[src/rtl/dot_matrix_pkg.sv]
// Shared definitions for the 8x8 dot-matrix scan driver: default geometry,
// scan state encoding and the polarity-aware row select helper.
package dot_matrix_pkg;

  localparam int DEF_ROWS         = 8;
  localparam int DEF_COLS         = 8;
  localparam int DEF_BLANK_CYCLES = 1;
  localparam int DEF_BLINK_FRAMES = 64;
  localparam int ROW_SEL_W        = 32;

  typedef enum logic [1:0] {
    IDLE  = 2'd0,
    SHOW  = 2'd1,
    BLANK = 2'd2
  } scan_state_t;

  // One-hot select for row idx; callers truncate to their row count.
  function automatic logic [ROW_SEL_W-1:0] row_select(input int unsigned idx,
                                                      input bit active_low);
    logic [ROW_SEL_W-1:0] sel;
    sel = ROW_SEL_W'(1) << idx;
    return active_low ? ~sel : sel;
  endfunction

endpackage

[src/rtl/dot_matrix_frame_buf.sv]
// Double frame buffer: pending frame written by game logic, active frame read
// by the scanner one row at a time, swapped only on the scanner's request.
module dot_matrix_frame_buf
  import dot_matrix_pkg::*;
#(
  parameter int ROWS = DEF_ROWS,
  parameter int COLS = DEF_COLS,
  parameter int RW   = (ROWS > 1) ? $clog2(ROWS) : 1
) (
  input  logic                 clk,
  input  logic                 rst,
  input  logic                 load,
  input  logic [ROWS*COLS-1:0] frame_in,
  input  logic                 swap,
  input  logic [RW-1:0]        rd_row,
  output logic [COLS-1:0]      rd_data,
  output logic                 pending_valid
);

  logic [ROWS-1:0][COLS-1:0] pending_q;
  logic [ROWS-1:0][COLS-1:0] active_q;
  logic                      pending_valid_q;

  always_ff @(posedge clk) begin
    if (!rst) begin
      pending_q       <= '0;
      active_q        <= '0;
      pending_valid_q <= 1'b0;
    end else begin
      if (swap) active_q <= pending_q;
      if (load) pending_q <= frame_in;
      // A load coinciding with a swap refills pending, so it stays valid.
      if (load)      pending_valid_q <= 1'b1;
      else if (swap) pending_valid_q <= 1'b0;
    end
  end

  // On a swap edge the row being registered must come from the incoming frame.
  assign rd_data       = swap ? pending_q[rd_row] : active_q[rd_row];
  assign pending_valid = pending_valid_q;

endmodule

[src/rtl/dot_matrix_scan.sv]
// Row-multiplexed scan driver for the LED dot matrix; one clk edge is one
// scan step. Rows are shown for one clock followed by a blanking gap.
module dot_matrix_scan
  import dot_matrix_pkg::*;
#(
  parameter int ROWS           = DEF_ROWS,
  parameter int COLS           = DEF_COLS,
  parameter int BLANK_CYCLES   = DEF_BLANK_CYCLES,
  parameter int BLINK_FRAMES   = DEF_BLINK_FRAMES,
  parameter bit ROW_ACTIVE_LOW = 1'b1,
  parameter bit COL_ACTIVE_LOW = 1'b0
) (
  input  logic                 clk,
  input  logic                 rst,
  input  logic                 enable,
  input  logic                 blink_en,
  input  logic [ROWS*COLS-1:0] frame_in,
  input  logic                 frame_load,
  output logic                 frame_ack,
  output logic                 frame_start,
  output logic [ROWS-1:0]      row_out,
  output logic [COLS-1:0]      col_out
);

  localparam int RW = (ROWS > 1) ? $clog2(ROWS) : 1;
  localparam int BW = (BLANK_CYCLES > 1) ? $clog2(BLANK_CYCLES) : 1;
  localparam int FW = (BLINK_FRAMES > 1) ? $clog2(BLINK_FRAMES) : 1;

  localparam logic [RW-1:0]   ROW_LAST   = RW'(ROWS - 1);
  localparam logic [BW-1:0]   BLANK_LAST = BW'((BLANK_CYCLES > 0) ? BLANK_CYCLES - 1 : 0);
  localparam logic [FW-1:0]   FC_LAST    = FW'((BLINK_FRAMES > 0) ? BLINK_FRAMES - 1 : 0);
  localparam logic [ROWS-1:0] ROW_IDLE   = {ROWS{ROW_ACTIVE_LOW}};
  localparam logic [COLS-1:0] COL_IDLE   = {COLS{COL_ACTIVE_LOW}};

  scan_state_t     state_q, state_d;
  logic [RW-1:0]   row_q, row_d, row_next;
  logic [BW-1:0]   blank_q, blank_d;
  logic [FW-1:0]   fcnt_q, fcnt_d;
  logic            blink_on_q, blink_on_d;
  logic            row0_entry;
  logic            swap;
  logic            pending_valid;
  logic [COLS-1:0] rd_data;
  logic [ROWS-1:0] row_out_d;
  logic [COLS-1:0] col_out_d;

  dot_matrix_frame_buf #(
    .ROWS (ROWS),
    .COLS (COLS),
    .RW   (RW)
  ) u_frame_buf (
    .clk           (clk),
    .rst           (rst),
    .load          (frame_load),
    .frame_in      (frame_in),
    .swap          (swap),
    .rd_row        (row_d),
    .rd_data       (rd_data),
    .pending_valid (pending_valid)
  );

  assign row_next = (row_q == ROW_LAST) ? '0 : row_q + RW'(1);

  always_comb begin
    state_d = state_q;
    row_d   = row_q;
    blank_d = blank_q;
    if (!enable) begin
      state_d = IDLE;
      row_d   = '0;
      blank_d = '0;
    end else begin
      case (state_q)
        IDLE: begin
          state_d = SHOW;
          row_d   = '0;
          blank_d = '0;
        end
        SHOW: begin
          if (BLANK_CYCLES == 0) begin
            row_d = row_next;
          end else begin
            state_d = BLANK;
            blank_d = '0;
          end
        end
        BLANK: begin
          if (blank_q == BLANK_LAST) begin
            state_d = SHOW;
            row_d   = row_next;
            blank_d = '0;
          end else begin
            blank_d = blank_q + BW'(1);
          end
        end
        default: begin
          state_d = IDLE;
          row_d   = '0;
          blank_d = '0;
        end
      endcase
    end
  end

  // Frame boundary: swap the buffers and advance the blink counter here only.
  always_comb begin
    row0_entry = (state_d == SHOW) && (row_d == '0);
    swap       = row0_entry && pending_valid;
    blink_on_d = blink_on_q;
    fcnt_d     = fcnt_q;
    if (!blink_en) begin
      blink_on_d = 1'b1;
      fcnt_d     = '0;
    end else if (row0_entry) begin
      if (fcnt_q == FC_LAST) begin
        fcnt_d     = '0;
        blink_on_d = ~blink_on_q;
      end else begin
        fcnt_d = fcnt_q + FW'(1);
      end
    end
  end

  always_comb begin
    row_out_d = ROW_IDLE;
    col_out_d = COL_IDLE;
    if (state_d == SHOW) begin
      row_out_d = ROWS'(row_select(32'(row_d), ROW_ACTIVE_LOW));
      if (blink_on_d) col_out_d = COL_ACTIVE_LOW ? ~rd_data : rd_data;
    end
  end

  always_ff @(posedge clk) begin
    if (!rst) begin
      state_q     <= IDLE;
      row_q       <= '0;
      blank_q     <= '0;
      fcnt_q      <= '0;
      blink_on_q  <= 1'b1;
      frame_ack   <= 1'b0;
      frame_start <= 1'b0;
      row_out     <= ROW_IDLE;
      col_out     <= COL_IDLE;
    end else begin
      state_q     <= state_d;
      row_q       <= row_d;
      blank_q     <= blank_d;
      fcnt_q      <= fcnt_d;
      blink_on_q  <= blink_on_d;
      frame_ack   <= swap;
      frame_start <= row0_entry;
      row_out     <= row_out_d;
      col_out     <= col_out_d;
    end
  end

endmodule
[config.mk]
export PLATFORM = sky130hd
export DESIGN_NAME = dot_matrix_scan
export DESIGN_NICKNAME = d
export VERILOG_FILES = /design/src/rtl/dot_matrix_pkg.sv /design/src/rtl/dot_matrix_frame_buf.sv /design/src/rtl/dot_matrix_scan.sv
export SDC_FILE = /design/constraint.sdc
export NUM_CORES = 1
export LEC_CHECK = 0
export CAP_MARGIN = 20
export CORE_MARGIN = 4
export CORE_UTILIZATION = 30
export CTS_CLUSTER_SIZE = 25
export DETAILED_ROUTE_END_ITERATION = 8
export SETUP_SLACK_MARGIN = 0.3
export SLEW_MARGIN = 20
export SYNTH_ARGS = -nofsm -noshare
export SYNTH_HDL_FRONTEND = slang
export SYNTH_SLANG_ARGS = --single-unit
[constraint.sdc]
create_clock -name clk -period 6.85 [get_ports clk]
set_clock_uncertainty 0.05 [all_clocks]
set_input_delay 1.0275 -clock clk [delete_from_list [all_inputs] [get_ports clk]]
set_output_delay 1.0275 -clock clk [all_outputs]
set_load 0.01 [all_outputs]
# --- Word level (Yosys, flattened, before mapping) ---
# Index checks and enable logic that the tools add are counted.
classes:
  n_reduce_logical: 9
  bitwise: 2
  eq_ne: 5
  add_sub_neg: 3
  n_lt_le_gt_ge: 1
  n_div: 0
  mux: 18
  mul: 0
  shifts: 1
ops:
  columns: ["op", "n"]
  rows:
  - ["8-bit binary-select mux with 3-bit select", 2]
  - ["8-bit two-way mux", 3]
  - ["3-bit two-way mux", 3]
  - ["8-bit NOT", 1]
  - ["1-bit by 3-bit << shifter with 8-bit output (first input constant)", 1]
  - ["6-bit by 1-bit adder with 6-bit output (second input constant)", 1]
  - ["6-bit equality test (second input constant)", 1]
  - ["6-bit two-way mux", 1]
  - ["2-bit one-hot mux with 3 select lines", 1]
  - ["3-bit one-hot mux with 2 select lines", 1]
  - ["1-bit two-way mux", 5]
  - ["2-bit by 1-bit equality test with 1-bit output (second input constant)", 2]
  - ["3-bit by 4-bit less-than comparator with 1-bit output (second input constant)", 1]
  - ["2-bit two-way mux", 2]
  - ["2-bit AND reduction", 2]
  - ["4-bit AND reduction", 1]
  - ["3-bit by 1-bit adder with 3-bit output (second input constant)", 1]
  - ["3-bit equality test (second input constant)", 1]
  - ["3-bit zero test", 1]
  - ["3-bit AND reduction", 1]
  - ["2-bit equality test (second input constant)", 1]
  - ["1-bit logical AND", 2]
  - ["2-bit zero test", 1]
  - ["2-bit nonzero test", 1]
  - ["2 further kinds", 2]
totals:
  rom_bits: 0
  input_bits: 69
  output_inout_bits: 18
  reg_bits: 160
  n_memories: 0
  ramBits: 0
  latch_bits: 0
  wordCells: 65

# --- Logic depth before layout (Yosys ltp) ---
depth:
  depth_word: 10
  mapped_depth: 11
  ltp_nobuf: 8

# --- By module ---
# A second synthesis with hierarchy kept.
unflattened:
  cells_unflattened: 632
  hier_area_um2: 7263.2
by_module_without_submodules:
  columns: ["module", "seq_area_each_um2", "instances", "area_each_um2", "cells_each"]
  rows:
  - ["dot_matrix_frame_buf", 2582.5, 1, 5853.1, 487]
  - ["dot_matrix_scan", 620.6, 1, 1410.1, 145]

# --- Worst setup path before layout ---
# Ideal clock, no wire load.
synth_timing:
  path_type: "input to register"
  startpoint: "input enable"
  endpoint: "register col_out[3]"
  path_slack_ns: 4.257
  arrival_ns: 2.409
  required_ns: 6.666
  n_path_buf: 1
  path_stages: 7
  setup_ns: 0.134
  path_cell_list: "and3b_1 > a22o_1 > buf_6 > mux2_1 > a221o_1 > a211oi_1 > nor3_1"
synth_via:
  elab_chain_len: 6
  word_cells_on_any_way: 14
  cone_classes: "eq/ne (1); mux (9); reduce/logical (4)"
synth_lines:
  columns: ["element", "line_no", "text"]
  rows:
  - ["start, declared", "dot_matrix_scan.sv:15", "input logic enable,"]
  - ["2-bit two-way mux or 3-bit two-way mux (tied branches)", "dot_matrix_scan.sv:68", "if (!enable) begin"]
  - ["2-bit by 1-bit equality test with 1-bit output or 3-bit zero test (tied branches)", "dot_matrix_scan.sv:107, dot_matrix_scan.sv:127", null]
  - ["1-bit logical AND", "dot_matrix_scan.sv:107", "row0_entry = (state_d == SHOW) && (row_d == '0);"]
  - ["1-bit two-way mux", "dot_matrix_scan.sv:114", "end else if (row0_entry) begin"]
  - ["1-bit two-way mux", "dot_matrix_scan.sv:111", "if (!blink_en) begin"]
  - ["3-bit AND reduction (no source line)", null, null]
  - ["end signal, assigned", "dot_matrix_scan.sv:153", "col_out <= col_out_d;"]
  - ["end, declared", "dot_matrix_scan.sv:22", "output logic [COLS-1:0] col_out"]
# Several ways; a longest one is shown, not always the timed one. The select of a mux whose other input is x is not followed.
# A chain may end at the register's enable or synchronous reset.

# --- Worst setup path after layout ---
# Ends and elaborated chain as after synthesis.

==> impl_results.md <==
- Fillers: ~2200
- Area growth, synth to finish: 23.4%
- Required time worst endpoint: 7.08 ns
- Status: finished clean
- Clock-pin slew on the worst setup and hold paths: 0.07 ns
- First-pass GRT wire length: 25100 µm
- Final period utilization: 51.5%
- Max Slew Vio Count: 0
- Commonest cells after routing, fill and taps aside: 174 x nand2_1, 160 x dfxtp_1, 84 x clkdlybuf4s50_1, 74 x mux2i_1, 67 x nor2b_1
- Synth unique cells: between 50 and 60
- CP startpoint kind: input port
- DR WL/cell: 14.9 µm
- Number of cell rows: 54
- Fin nets: 855
- Vias per cell: 4.61
- Power per cell area: 253 nW/µm²
- Die W: 157 µm
- I/O pin cnt: 87
- Final setup fails: 0
- RSZ-0062 raised after global routing: no
- Initial Utilization: a little under a third
- DRC: 0
- Fin Hold WS: between 0.3 and 0.4 ns
- CP arrival: 3.76 ns
- Clock buffer count from CTS: 17
- Yosys warns: 0
- Min Tclk post-route: 3.53 ns
- Die height: around 160 µm
- Total Die Area: 24700 µm²
- Antenna violations before repair: 0
- Grt ovf: 0
- Sequential fraction of the synthesis area: 47.9%
- Reg power frac: ~47%
- Clock network fraction of total power: 45.6%
- Max-cap violations: 0
- NetSw: 0.000470 W
- Clk sink count: 160
- Cells after Synth: 716
- PortBufs: 86
- Final hold viol count: 0
- Crit path max fanout: 25
- CTS tree: built
- H-tree levels: 4
- Worst hold path type: reg -> reg
- First-pass DRT Iterations: 4
- Core area: 21900 µm²
- Total global-route track usage: 12.9%
- Post-synth EDFFs: 0
- Largest net degree at the start of global routing: 103
- Clk_lat worst skew: 0.42 ns
- Post-Syn Nets: 792
- Register Area: 3200 µm²
- Multi-input logic area: 3200 µm²
- Critical Path Sink Type: register
- Ant. Diodes: 0
- DRT iter0 DRCs: 290
- Hold Buf Count CTS: 0
- Worst-case clock buffer depth: 2
- Vias in the first global route: around 4800
- Root Driver: clkbuf_16
- Gate power share: about 7.3%
- Layout cells sized above 1: 5.56%
- # resized after CTS: 0
- Post-synth ARST share: 0%
- DP Wirelength: 10800 µm
- Crit path kind: in -> reg
- Internal power: 0.00162 W
- Routed vias: ~4900
- Most common cell after layout, fill and taps aside: nand2_1
- Synth Register Bits: 160
- Highest clock rate: 284 MHz
- Peak supply drop: 0.0951 mV
- Post-CTS Setup Inserts: 0
- Mapped Area: 6690 µm²
- Slew margin rel.: ~30%
- Overall Power: roughly 0.0021 W
- Final GP Congestion: ~0.83
- Top_reg_cell synth: dfxtp_1
- WL final: approximately 16000 µm
- Sw frac: 22.5%
- Worst slew pin tran: roughly 1.1 ns
- TNS Setup: 0 ns
- Syn_area_per_cell: 9.34 µm²
- DRT antenna net count: 0
- P_leak: 3.05 nW
==> power groups by stage <==
stage | logic (W) | registers [W] | clock network (W)
after detailed placement | 0.000154 | 0.00100 | 0
after global routing | 0.000169 | 0.000987 | 0.00101
after floorplan | 0.0000968 | 0.000996 | 0
after CTS | 0.000155 | 0.000983 | 0.000980
final | 0.000152 | 0.000984 | 0.000953
after global placement | 0.000153 | 0.00100 | 0
==> cells by family after synthesis <==
group / Yosys count / share of synthesized area (%)
AO/OA/AOI/OAI: 122 / 13.8
XOR/XNOR: 3 / 0.393
adder cells (fa/ha/maj): 7 / 1.31
buffers and inverters: 51 / 4.25
flip-flops: 160 / 47.9
multiplexers: 76 / 11.4
other: 1 / 0.0561
AND/OR/NAND/NOR: 296 / 20.9
==> metrics by stage <==
| stage | util (%) | worst slack [ns] | area, µm² | instances |
|---|---|---|---|---|
| finish | 37.7 | 3.32 | 8250 | 1072 |
| detailed placement | 35.0 | 2.94 | 7650 | 1040 |
| floorplan | - | 4.26 | 6690 | 716 |
| global placement | 35.0 | 3.00 | 7650 | 1040 |
| global route | 37.7 | 3.19 | 8250 | 1072 |
| CTS | 37.7 | 3.38 | 8250 | 1072 |
==> layout make-up <==
cell class                 count  share of cell area [%]
clock inverter                13                    1.99
timing repair buffer          89                    10.7
tap                          280                    4.24
inverter                       6                   0.273
multi-input combinational    505                    38.8
clock buffer                  19                    5.24
sequential                   160                    38.8
==> routing by layer <==
layer	vias up	wire length, µm	global-route usage (%)
met5	-	0	0
met3	14	931	3.22
li1	2563	-	-
met1	2245	7880	18.2
met2	115	6960	19.4
met4	0	167	3.93
==> sequential cells by signal, summed over array words and instances (netlist names) <==
name	count
blank_q	1
u_frame_buf.active_q	64
row_out	8
u_frame_buf.pending_valid	1
u_frame_buf.pending_q	64
row_q	3
state_q	2
blink_on_q	1
frame_start	1
col_out	8
fcnt_q	6
frame_ack	1
==> cells in the mapped netlist (2+ instances only) <==
library cell | count | share of area (%)
a31oi_1 | 4 | 0.37
clkbuf_1 | 21 | 1.2
buf_1 | 2 | 0.11
a22oi_2 | 2 | 0.37
ha_1 | 7 | 1.3
mux2i_1 | 74 | 11
xnor2_1 | 2 | 0.26
and3_1 | 7 | 0.65
o211ai_1 | 4 | 0.45
nor3_1 | 3 | 0.22
buf_4 | 7 | 0.79
nand2_1 | 174 | 9.8
a21boi_1 | 50 | 5.6
inv_1 | 6 | 0.34
a21oi_1 | 16 | 1.2
dfxtp_1 | 160 | 48
and2_1 | 7 | 0.65
nand3_1 | 14 | 1.0
a221o_1 | 6 | 0.90
o22ai_1 | 3 | 0.28
a21boi_0 | 16 | 1.8
nor2_1 | 14 | 0.79
a311oi_1 | 2 | 0.26
a211oi_1 | 4 | 0.45
nor2b_1 | 67 | 6.3
buf_2 | 8 | 0.60
a32o_1 | 2 | 0.30
buf_6 | 6 | 1.0
a22o_1 | 2 | 0.26
a32oi_1 | 5 | 0.65
==> final timing paths <==
kind                        startpoint                        to  slack, ns  depth (start not counted)
max                             enable                col_out[3]       3.32                          7
min          u_frame_buf.pending_q[49]  u_frame_buf.active_q[49]       0.39                          2
max reg2reg                 state_q[0]                col_out[3]       3.68                          8
min reg2reg  u_frame_buf.pending_q[49]  u_frame_buf.active_q[49]       0.39                          2
==> worst max-delay path: stages <==
cell	delay (ns)
clkdlybuf4s50_1	0.58
and2_1	0.29
a32o_1	0.91
nor2_1	0.23
a221o_1	0.40
a211oi_1	0.22
nor3_1	0.07
Power figures use the tool's default switching activity.
